==> config.mk <==
export PLATFORM = sky130hd
export DESIGN_NAME = scarv_cop_idq
export DESIGN_NICKNAME = d
export VERILOG_FILES = /design/src/rtl/scarv_cop_pkg.sv /design/src/rtl/scarv_cop_idecode.sv /design/src/rtl/scarv_cop_idq.sv
export SDC_FILE = /design/constraint.sdc
export NUM_CORES = 1
export LEC_CHECK = 0
export CORE_ASPECT_RATIO = 0.6
export CORE_MARGIN = 2
export CORE_UTILIZATION = 50
export CTS_CLUSTER_SIZE = 10
export DETAILED_ROUTE_END_ITERATION = 7
export PLACE_DENSITY_LB_ADDON = 0.15
export SETUP_SLACK_MARGIN = 0.1
export SYNTH_ARGS = -nofsm -noshare
export SYNTH_HDL_FRONTEND = slang
export SYNTH_SLANG_ARGS = --single-unit
==> constraint.sdc <==
create_clock -name g_clk -period 2.65 [get_ports g_clk]
set_input_delay 0.265 -clock g_clk [delete_from_list [all_inputs] [get_ports g_clk]]
set_output_delay 0.265 -clock g_clk [all_outputs]
set_load 0.02 [all_outputs]
==> src/rtl/scarv_cop_pkg.sv <==
// Shared definitions for the SCARV coprocessor instruction decode queue.
// Holds the class/subclass codes, pack-width codes, exception cause codes,
// MCCR feature-bit indices, the decoded-entry layout and its width DQ_W.
package scarv_cop_pkg;

    // Custom major opcode that every coprocessor instruction must carry.
    localparam logic [6:0] OPC_COP = 7'b0101011;

    // Instruction classes, taken from enc[31:29]. Codes 5..7 are illegal.
    typedef enum logic [2:0] {
        CLS_PALU = 3'd0,    // packed arithmetic
        CLS_MP   = 3'd1,    // multi-precision
        CLS_MEM  = 3'd2,    // scatter/gather and indexed sub-word loads
        CLS_RAND = 3'd3,    // random number source
        CLS_MOVE = 3'd4     // register moves
    } cls_t;

    // Number of legal subclasses per class. Subclasses at or above the
    // limit are illegal.
    localparam logic [2:0] PALU_NSUB = 3'd5;
    localparam logic [2:0] MP_NSUB   = 3'd6;
    localparam logic [2:0] RAND_NSUB = 3'd3;
    localparam logic [2:0] MOVE_NSUB = 3'd4;

    // Memory-class subclasses: 0..3 scatter/gather, then two indexed loads.
    localparam logic [2:0] SUB_MEM_LDHU_IDX = 3'd4;
    localparam logic [2:0] SUB_MEM_LDBU_IDX = 3'd5;
    localparam logic [2:0] SUB_RAND_SEED    = 3'd0;

    // Pack-width codes: element width, i.e. 1/2/4/8/16 lanes per word.
    typedef enum logic [2:0] {
        PW_32 = 3'd0,
        PW_16 = 3'd1,
        PW_8  = 3'd2,
        PW_4  = 3'd3,
        PW_2  = 3'd4
    } pw_t;

    // Exception cause attached to each queued entry.
    typedef enum logic [1:0] {
        CAUSE_NONE    = 2'd0,
        CAUSE_ILLEGAL = 2'd1,
        CAUSE_FEATURE = 2'd2,
        CAUSE_RSVD    = 2'd3
    } cause_t;

    // MCCR / FEATURES bit indices.
    localparam logic [2:0] MCCR_R   = 3'd7;
    localparam logic [2:0] MCCR_MP  = 3'd6;
    localparam logic [2:0] MCCR_SG  = 3'd5;
    localparam logic [2:0] MCCR_P32 = 3'd4;
    localparam logic [2:0] MCCR_P16 = 3'd3;
    localparam logic [2:0] MCCR_P8  = 3'd2;
    localparam logic [2:0] MCCR_P4  = 3'd1;
    localparam logic [2:0] MCCR_P2  = 3'd0;

    // Decoded queue entry, most significant field first.
    typedef struct packed {
        logic [2:0]  cls;
        logic [2:0]  subcls;
        logic [2:0]  pw;
        logic [3:0]  crs1;
        logic [3:0]  crs2;
        logic [3:0]  crs3;
        logic [3:0]  crd;
        logic [4:0]  rd;
        logic [4:0]  rs1;
        logic [11:0] imm;
        logic        wb_h;
        logic [1:0]  wb_b;
        logic        init;
    } dq_entry_t;

    localparam int DQ_W = $bits(dq_entry_t);

    // Feature bit guarding a packed-arithmetic width: P32 sits at bit 4 and
    // each halving of the element width moves one bit down.
    function automatic logic [2:0] pw_feature_bit(input logic [2:0] pw);
        return MCCR_P32 - pw;
    endfunction

endpackage

==> src/rtl/scarv_cop_idecode.sv <==
// Combinational field decoder for one encoded coprocessor instruction.
// Ports:
//   enc        - encoded instruction
//   entry      - decoded fields in queue-entry layout
//   illegal    - bad opcode, class, subclass, sub-word index or pack width
//   needs_feat - instruction is gated by an MCCR feature bit
//   feat_bit   - index of that feature bit
module scarv_cop_idecode
    import scarv_cop_pkg::*;
(
    input  logic [31:0] enc,
    output dq_entry_t   entry,
    output logic        illegal,
    output logic        needs_feat,
    output logic [2:0]  feat_bit
);

    logic [2:0] sub;
    logic [2:0] pw;
    logic [2:0] idx;

    assign sub = enc[28:26];
    assign pw  = enc[25:23];
    assign idx = enc[22:20];

    always_comb begin
        // NOTE: every output gets a default before the case so no path can
        // leave one unassigned and infer a latch.
        entry      = '0;
        illegal    = 1'b0;
        needs_feat = 1'b0;
        feat_bit   = '0;

        entry.cls    = enc[31:29];
        entry.subcls = sub;
        entry.pw     = pw;
        entry.crs1   = enc[14:11];
        entry.crs2   = enc[18:15];
        entry.crs3   = enc[22:19];
        entry.crd    = enc[10:7];
        entry.rd     = enc[11:7];
        entry.rs1    = enc[19:15];
        entry.imm    = enc[31:20];

        case (enc[31:29])
            CLS_PALU: begin
                illegal    = (sub >= PALU_NSUB) || (pw > PW_2);
                needs_feat = 1'b1;
                feat_bit   = pw_feature_bit(pw);
            end
            CLS_MP: begin
                illegal    = (sub >= MP_NSUB);
                needs_feat = 1'b1;
                feat_bit   = MCCR_MP;
            end
            CLS_MEM: begin
                if (sub < SUB_MEM_LDHU_IDX) begin
                    needs_feat = 1'b1;
                    feat_bit   = MCCR_SG;
                end else if (sub == SUB_MEM_LDHU_IDX) begin
                    // Two halfwords per word: only index 0 or 1 exists.
                    illegal    = (idx > 3'd1);
                    entry.wb_h = idx[0];
                end else if (sub == SUB_MEM_LDBU_IDX) begin
                    illegal    = (idx > 3'd3);
                    entry.wb_b = idx[1:0];
                end else begin
                    illegal = 1'b1;
                end
            end
            CLS_RAND: begin
                illegal    = (sub >= RAND_NSUB);
                needs_feat = 1'b1;
                feat_bit   = MCCR_R;
                entry.init = (sub == SUB_RAND_SEED);
            end
            CLS_MOVE: begin
                illegal = (sub >= MOVE_NSUB);
            end
            default: begin
                illegal = 1'b1;
            end
        endcase

        if (enc[6:0] != OPC_COP) begin
            illegal = 1'b1;
        end
    end

endmodule

==> src/rtl/scarv_cop_idq.sv <==
// Decoded-instruction queue for the SCARV coprocessor. Instructions are
// decoded and classified (illegal / feature disabled) at enqueue and held in
// a DEPTH-entry circular buffer until the consumer takes them.
// Ports:
//   g_clk, g_reset       - clock, synchronous active-high reset
//   flush                - drop everything queued and the offered instruction
//   mccr                 - run-time feature enables, sampled at enqueue
//   in_valid/in_ready    - enqueue handshake, in_enc is the encoding
//   dq_valid/dq_ready    - dequeue handshake for the head entry
//   dq_data, dq_cause    - head entry and its exception cause
//   dq_count, exc_count  - occupancy and saturating faulting-entry count
module scarv_cop_idq
    import scarv_cop_pkg::*;
#(
    parameter int         DEPTH    = 4,
    parameter logic [7:0] FEATURES = 8'hFF
)(
    input  logic                     g_clk,
    input  logic                     g_reset,
    input  logic                     flush,
    input  logic [7:0]               mccr,
    input  logic                     in_valid,
    output logic                     in_ready,
    input  logic [31:0]              in_enc,
    output logic                     dq_valid,
    input  logic                     dq_ready,
    output logic [DQ_W-1:0]          dq_data,
    output logic [1:0]               dq_cause,
    output logic [$clog2(DEPTH):0]   dq_count,
    output logic [15:0]              exc_count
);

    localparam int AW = $clog2(DEPTH);
    localparam int CW = AW + 1;

    dq_entry_t   dec_entry;
    logic        dec_illegal;
    logic        dec_needs_feat;
    logic [2:0]  dec_feat_bit;
    logic [7:0]  feat_en;
    cause_t      enq_cause;
    logic        enq;
    logic        deq;

    logic [DQ_W-1:0] data_mem  [DEPTH];
    cause_t          cause_mem [DEPTH];
    logic [AW-1:0]   rd_ptr;
    logic [AW-1:0]   wr_ptr;
    logic [CW-1:0]   count;
    logic [15:0]     exc_q;

    scarv_cop_idecode u_idecode (
        .enc        (in_enc),
        .entry      (dec_entry),
        .illegal    (dec_illegal),
        .needs_feat (dec_needs_feat),
        .feat_bit   (dec_feat_bit)
    );

    // A feature is usable only if it was built in and is enabled now.
    assign feat_en = mccr & FEATURES;

    // Illegal encodings take precedence over disabled features.
    always_comb begin
        enq_cause = CAUSE_NONE;
        if (dec_illegal) begin
            enq_cause = CAUSE_ILLEGAL;
        end else if (dec_needs_feat && !feat_en[dec_feat_bit]) begin
            enq_cause = CAUSE_FEATURE;
        end
    end

    // Readiness depends only on occupancy, never on dq_ready, so a full
    // queue does not pass an instruction through in the same cycle.
    assign in_ready = !g_reset && !flush && (count < CW'(DEPTH));
    assign enq      = in_valid && in_ready;
    assign deq      = dq_valid && dq_ready;

    // NOTE: the payload array has no reset; pointers and count alone decide
    // which slots are meaningful, so clearing it would only cost logic.
    always_ff @(posedge g_clk) begin
        if (enq) begin
            data_mem[wr_ptr]  <= dec_entry;
            cause_mem[wr_ptr] <= enq_cause;
        end
    end

    // Reset wins over flush, and flush wins over enqueue/dequeue.
    always_ff @(posedge g_clk) begin
        if (g_reset) begin
            rd_ptr <= '0;
            wr_ptr <= '0;
            count  <= '0;
            exc_q  <= '0;
        end else begin
            if (flush) begin
                rd_ptr <= '0;
                wr_ptr <= '0;
                count  <= '0;
            end else begin
                // Power-of-two depth: pointers wrap by natural overflow.
                if (enq) wr_ptr <= wr_ptr + 1'b1;
                if (deq) rd_ptr <= rd_ptr + 1'b1;
                case ({enq, deq})
                    2'b10:   count <= count + 1'b1;
                    2'b01:   count <= count - 1'b1;
                    default: count <= count;
                endcase
            end
            if (enq && (enq_cause != CAUSE_NONE) && (exc_q != 16'hFFFF)) begin
                exc_q <= exc_q + 16'd1;
            end
        end
    end

    assign dq_valid  = (count != '0);
    assign dq_data   = data_mem[rd_ptr];
    assign dq_cause  = cause_mem[rd_ptr];
    assign dq_count  = count;
    assign exc_count = exc_q;

endmodule
## Yosys cells after proc, flatten, opt, wreduce, memory -nomap -nowiden

Memories as Yosys holds them, arrays and structs flattened. A register that Yosys moved wholly into a read port is not among the register bits.
Index checks and enable logic that the tools add are counted.

| operators by class | value |
|---|---|
| $add $sub $neg | 6 |
| order comparisons | 10 |
| equality and inequality tests | 10 |
| multiplexer cells | 26 |
| reductions and logical operators | 18 |

Operators with widths:

| kind | count |
|---|---|
| 16-bit by 1-bit adder with 16-bit output (second input constant) | 1 |
| 2-bit two-way mux | 8 |
| 16-bit != test (second input constant) | 1 |
| 3-bit case mux with 4 select lines | 1 |
| 1-bit two-way mux | 10 |
| 3-bit equality test (second input constant) | 3 |
| 3-bit greater-or-equal comparator (second input constant) | 3 |
| 3-bit two-way mux | 3 |
| 1-bit logical AND | 7 |
| 7-bit by 6-bit != test with 1-bit output (second input constant) | 1 |
| 3-bit by 2-bit equality test with 1-bit output (second input constant) | 2 |
| 3-bit zero test | 2 |
| 3-bit < comparator (second input constant) | 2 |
| 3-bit case mux with 2 select lines | 1 |
| 1-bit case mux with 5 select lines | 1 |
| 2-bit by 1-bit adder with 2-bit output (second input constant) | 2 |
| 3-bit by 4-bit < comparator with 1-bit output (second input constant) | 1 |
| 2-bit nonzero test | 2 |
| 3-bit by 1-bit adder with 3-bit output (second input constant) | 1 |
| 1-bit binary-select mux with 3-bit select | 1 |
| 3-bit by 1-bit equality test with 1-bit output (second input constant) | 1 |
| 3-bit by 2-bit greater-or-equal comparator with 1-bit output (second input constant) | 1 |
| 3-bit by 1-bit greater-than comparator with 1-bit output (second input constant) | 1 |
| 3-bit by 2-bit greater-than comparator with 1-bit output (second input constant) | 1 |
| 11 further kinds | 13 |

| word-level totals | value |
|---|---|
| flip-flop bits (word level) | 23 |
| RAM bits | 212 |
| output and inout bits | 74 |
| memories | 2 |

Memories:

| name | depth | width | read ports | clocked after Yosys merged registers in | write ports | line | text |
|---|---|---|---|---|---|---|---|
| data_mem | 4 | 51 | 1 | 1 | 1 | scarv_cop_idq.sv:45 | `logic [DQ_W-1:0] data_mem [DEPTH];` |
| cause_mem | 4 | 2 | 1 | 1 | 1 | scarv_cop_idq.sv:46 | `cause_t cause_mem [DEPTH];` |

## Longest topological paths before layout

| logic depth | value |
|---|---|
| word-level depth | 12 |
| gate-level depth with buffers | 10 |
| depth with buffers taken out | 9 |

## Modules after synthesis

A second synthesis with hierarchy kept.

| second synthesis, totals | value |
|---|---|
| cell total of the unflattened synthesis | 524 |
| area, all modules | 9658.0 um2 |

Modules (own cells, without submodules):

| module | instances | cells each | area an instance (um2) | sequential area each (um2) |
|---|---|---|---|---|
| scarv_cop_idq | 1 | 438 | 9066.2 | 6866.6 |
| scarv_cop_idecode | 1 | 86 | 591.8 | 0.0 |

## Worst setup path before layout

No wires, ideal clock.

| timing | value |
|---|---|
| path kind | flip-flop to flip-flop |
| from | register exc_q[3] (netlist: exc_count[3]) |
| to | register exc_q[8] (netlist: exc_count[8]) |
| data arrival time | 2.237 ns |
| slack | 0.289 ns |
| stages on the path, launching flop included | 8 |
| path buffers | 0 |
| clock period less this slack | 2.361 ns |
| path through | dfxtp_1 and4_1 nand3_1 o31ai_1 a21oi_1 a22o_4 nand3_1 mux2_1 |

| on the way | value |
|---|---|
| word-level cells in the longest chain between the ends | 2 |

Ends and longest elaborated chain:

| what | line | text |
|---|---|---|
| start, declared | scarv_cop_idq.sv:50 | `logic [15:0] exc_q;` |
| start signal, assigned | scarv_cop_idq.sv:111 | `exc_q <= exc_q + 16'd1;` |
| parallel branches: the longest is 2 deep, another holds 16-bit by 1-bit adder with 16-bit output | - |  |

Several ways; the timed one is not identified.
A chain may end at the register's enable or synchronous reset.

## Worst setup path in the final report

| timing | value |
|---|---|
| from | input port in_enc[23] |
| to | register exc_q[6] (netlist: exc_count[6]) |

| on the way | value |
|---|---|
| word-level cells in the longest chain between the ends | 11 |

Ends and longest elaborated chain:

| what | line | text |
|---|---|---|
| start, declared | scarv_cop_idq.sv:24 | `input logic [31:0] in_enc,` |
| 3-bit subtractor | scarv_cop_pkg.sv:79 | `return MCCR_P32 - pw;` |
| 3-bit case mux with 4 select lines | scarv_cop_idecode.sv:45 | `case (enc[31:29])` |
| 1-bit binary-select mux with 3-bit select | scarv_cop_idq.sv:68 | `end else if (dec_needs_feat && !feat_en[dec_feat_bit]) begin` |
| 1-bit two-way mux (not written as such) | scarv_cop_idq.sv:68 |  |
| 1-bit zero test | scarv_cop_idq.sv:68 |  |
| 1-bit logical AND | scarv_cop_idq.sv:68 |  |
| 2-bit two-way mux | scarv_cop_idq.sv:68 |  |
| 2-bit two-way mux (*) | scarv_cop_idq.sv:66 | `if (dec_illegal) begin` |
| 2-bit nonzero test (*) | scarv_cop_idq.sv:110 | `if (enq && (enq_cause != CAUSE_NONE) && (exc_q != 16'hFFFF)) begin` |
| 1-bit logical AND (*) (2 in a row) | scarv_cop_idq.sv:110 |  |

Every way passes the cells marked *; elsewhere a longest branch is shown, timed or not. The select of a mux whose other input is x is not followed.

==> metrics.txt <==
outcome finished, final reports clean; Syn Area/Cell 16.58 um2; Die Wd 149.1 um; Starting Density 51.88%; Slew @ Worst Pin 0.5348 ns; # fillers 841; Net Sw Power 0.001200 W; Startpoint Class input port; Post-Syn Area 6319 um2; n_diodes 0; Int Power 0.004074 W; Clock power frac 44.6%; Hold Crit Class input port to flop; Clock Root Buffer clkbuf_16; Worst Reg2Reg Path Length in Cells 9; Final setup viols 0; critical path data arrival time 2.82 ns; Hold Slack 0.2576 ns; residual DRC count 0; nets 571; Detailed Route Iter0 Violations 201; sw frac 22.75%; pin count of the biggest net entering global routing 32; Vias/cell 5.509; WL final 13.18 mm; HPWL after DPL 8.497 mm; library cells used by synthesis 58; worst-path maximum fanout 6; Synth Net Count 434; register area 4229 um2; via count 3834; static leakage 2.918 nW; hold-fix buffers at CTS 0; core outline area 12180 um2; Power Total 0.005274 W; pwr dens 621.6 nW/um2; RSZ-0062 raised after global routing no; Crit. Startpoint in_enc[23]; Worst Setup EP exc_count[6]; WL per Instance 18.93 um; Final period util 95.07%; flop-to-flop setup slack 0.26 ns; fraction of layout cells with a size suffix above 1 23.92%; Mapped Cells 381; initial antenna violation count 0; synth warn 0; Reg-to-Reg End exc_count[6]; CTS H-tree lvls 4; critical path type input port to flop; vias in the first global route 3886; Worst EP required 2.96 ns; GRT Residual Overflow 0; sequential share of power 48.5%; #FFs+latches synth 149; Seq/Total Area, Yosys 66.85%; IO Count 119; area of the multi-input gates 1853 um2; Critical Path End Type flop; Max Cap Viol 0; CTS sink cnt 149; CTS tree done; Die H 91.08 um; Slew Limit Fails 0; Synth async-reset ratio 0%; DRT antenna net count 0; Clk Latency, worst-skew pair 0.42 ns; Max-slew headroom 64.34%; Most used DFF post-synth edfxtp_1; clk_skew 0.007774 ns; Initial DRT Pass Iterations 4; clock period minus worst slack 2.519 ns; global-route wire length before repair 20.72 mm; GRT Util Overall 20.33%; full die area 13580 um2; Area Overhead vs Synth 34.28%; routability cong. 0.7701; Post-synth EDFFs 124; Buffers on Ports 118; CTS clock-pin slew for the worst setup and hold paths 0.07 ns; deepest clock path buffer count 2; Peak Freq 396.9 MHz; peak supply drop 0.4984 mV; RR Startpoint exc_count[4]; TritonCTS Buffers 17; Logic pwr share 6.9%; Fin. Hold Viols 0; row count 31
==> cells by family after synthesis <==
| group | synth area share (%) |
|---|---|
| XOR/XNOR | 1.109 |
| multiplexers | 12.22 |
| adder cells (fa/ha/maj) | 1.703 |
| AO/OA/AOI/OAI | 5.149 |
| buffers and inverters | 4.653 |
| AND/OR/NAND/NOR | 8.317 |
| flip-flops | 66.85 |
==> cell usage after synthesis, drive strengths merged, types with 2 or more instances <==
| master | n | area share (%) |
|---|---|---|
| nor3b | 3 | 0.36 |
| or2 | 2 | 0.20 |
| or4 | 2 | 0.30 |
| clkbuf | 7 | 0.42 |
| and3b | 2 | 0.34 |
| edfxtp | 124 | 59 |
| and3 | 8 | 0.79 |
| mux2 | 3 | 0.53 |
| nand3 | 8 | 0.63 |
| nand2b | 4 | 0.51 |
| ha | 7 | 1.4 |
| o21ai | 10 | 0.79 |
| dfxtp | 25 | 7.9 |
| nor2b | 6 | 0.71 |
| a2111oi | 5 | 0.81 |
| and4b | 2 | 0.32 |
| a21oi | 12 | 1.1 |
| mux2i | 4 | 0.63 |
| o31ai | 3 | 0.36 |
| nand2 | 9 | 0.53 |
| and4 | 2 | 0.32 |
| nor2 | 16 | 0.95 |
| or3 | 8 | 0.79 |
| and2 | 3 | 0.30 |
| inv | 14 | 0.83 |
| a211oi | 5 | 0.59 |
| nor3 | 4 | 0.40 |
| xor2 | 5 | 0.69 |
| mux4 | 31 | 11 |
| xnor2 | 3 | 0.42 |
| buf | 29 | 3.4 |
==> area by class of cell <==
type	count	share of cell area [%]
repair buffers	154	18.40
multi-input cells	182	21.84
well taps	165	2.433
clock buffers	17	5.014
flip-flops and latches	149	49.85
inverters	14	0.6194
clock inverters	15	1.843
==> metal layers <==
metal	track usage, %	wire (um)	part of all wire [%]	up-vias
met2	31.03	6178	47	106
met5	0	0	0	-
met1	29.56	6258	47	1955
met3	3.920	568	4.3	19
li1	-	-	-	1754
met4	6.984	172	1.3	0
==> critical path: stages <==
cell and delay (ns):
clkdlybuf4s50_1 0.42, buf_4 0.17, nor4b_4 0.13, buf_4 0.15
a211oi_1 0.30, a2111oi_2 0.11, or4_4 0.58, a22o_4 0.26
buf_4 0.14, and4_4 0.18, mux2i_1 0.11
==> placed cells by master, fill, tap and decap left out, types with 3 or more instances in the layout <==
| master | instances |
|---|---|
| o21ai_0 | 10 |
| clkbuf_16 | 17 |
| buf_12 | 7 |
| xor2_1 | 5 |
| nor3_1 | 3 |
| and2_1 | 3 |
| nand2_1 | 9 |
| nor2b_1 | 4 |
| nor2_1 | 16 |
| dfxtp_1 | 23 |
| inv_6 | 6 |
| clkdlybuf4s50_1 | 109 |
| buf_4 | 29 |
| mux4_2 | 31 |
| dlymetal6s2s_1 | 9 |
| ha_1 | 6 |
| edfxtp_1 | 124 |
| mux2i_1 | 4 |
| a211oi_1 | 4 |
| inv_1 | 14 |
| or3_1 | 8 |
| and3_2 | 4 |
| nor3b_1 | 3 |
| a21oi_1 | 10 |
| and3_1 | 4 |
| inv_8 | 4 |
| nand2b_1 | 3 |
| nand3_1 | 8 |
==> worst min path at each step <==
stage,slack (ns),depth (start not counted),from,end
2_1_floorplan,0.36,0,in_enc[31],data_mem[0][15]
3_3_place_gp,0.48,1,exc_count[14],exc_count[14]
3_5_place_dp,0.48,2,exc_count[15],exc_count[15]
4_1_cts,0.48,1,in_enc[18],data_mem[0][37]
5_1_grt,0.28,1,in_enc[25],data_mem[2][44]
6_report,0.26,1,in_enc[25],data_mem[2][44]
==> through the flow <==
stage	setup WS, ns	std cells	util, %	setup TNS, ns	area [um2]
after floorplan	0.2895	381	-	0	6319
after global placement	-0.2693	663	64.23	-3.178	7823
after detailed placement	-0.3386	663	64.23	-4.487	7823
after CTS	0.1146	695	69.09	0	8414
after global routing	0.02242	696	69.66	0	8484
final	0.1307	696	69.66	0	8484
==> state kept, by name (all words and copies together), names as in the netlist, named ones only <==
register	count
data_mem	116
exc_count	16
cause_mem	8
dq_count	3
rd_ptr	2
wr_ptr	2
==> repair_timing <==
action / in CTS / in global routing
buffers inserted: 0 / 1
pin swaps: 0 / 7
resized for setup: 2 / 19
setup endpoints to repair: 27 / 23
==> power by group through the flow <==
stage	combinational (W)	sequential, W	clock, W
floorplan	0.000160	0.00261	0
global placement	0.000346	0.00261	0
detailed placement	0.000353	0.00261	0
CTS	0.000358	0.00256	0.00240
global route	0.000388	0.00256	0.00248
finish	0.000363	0.00256	0.00235
Power figures use the tool's default switching activity.
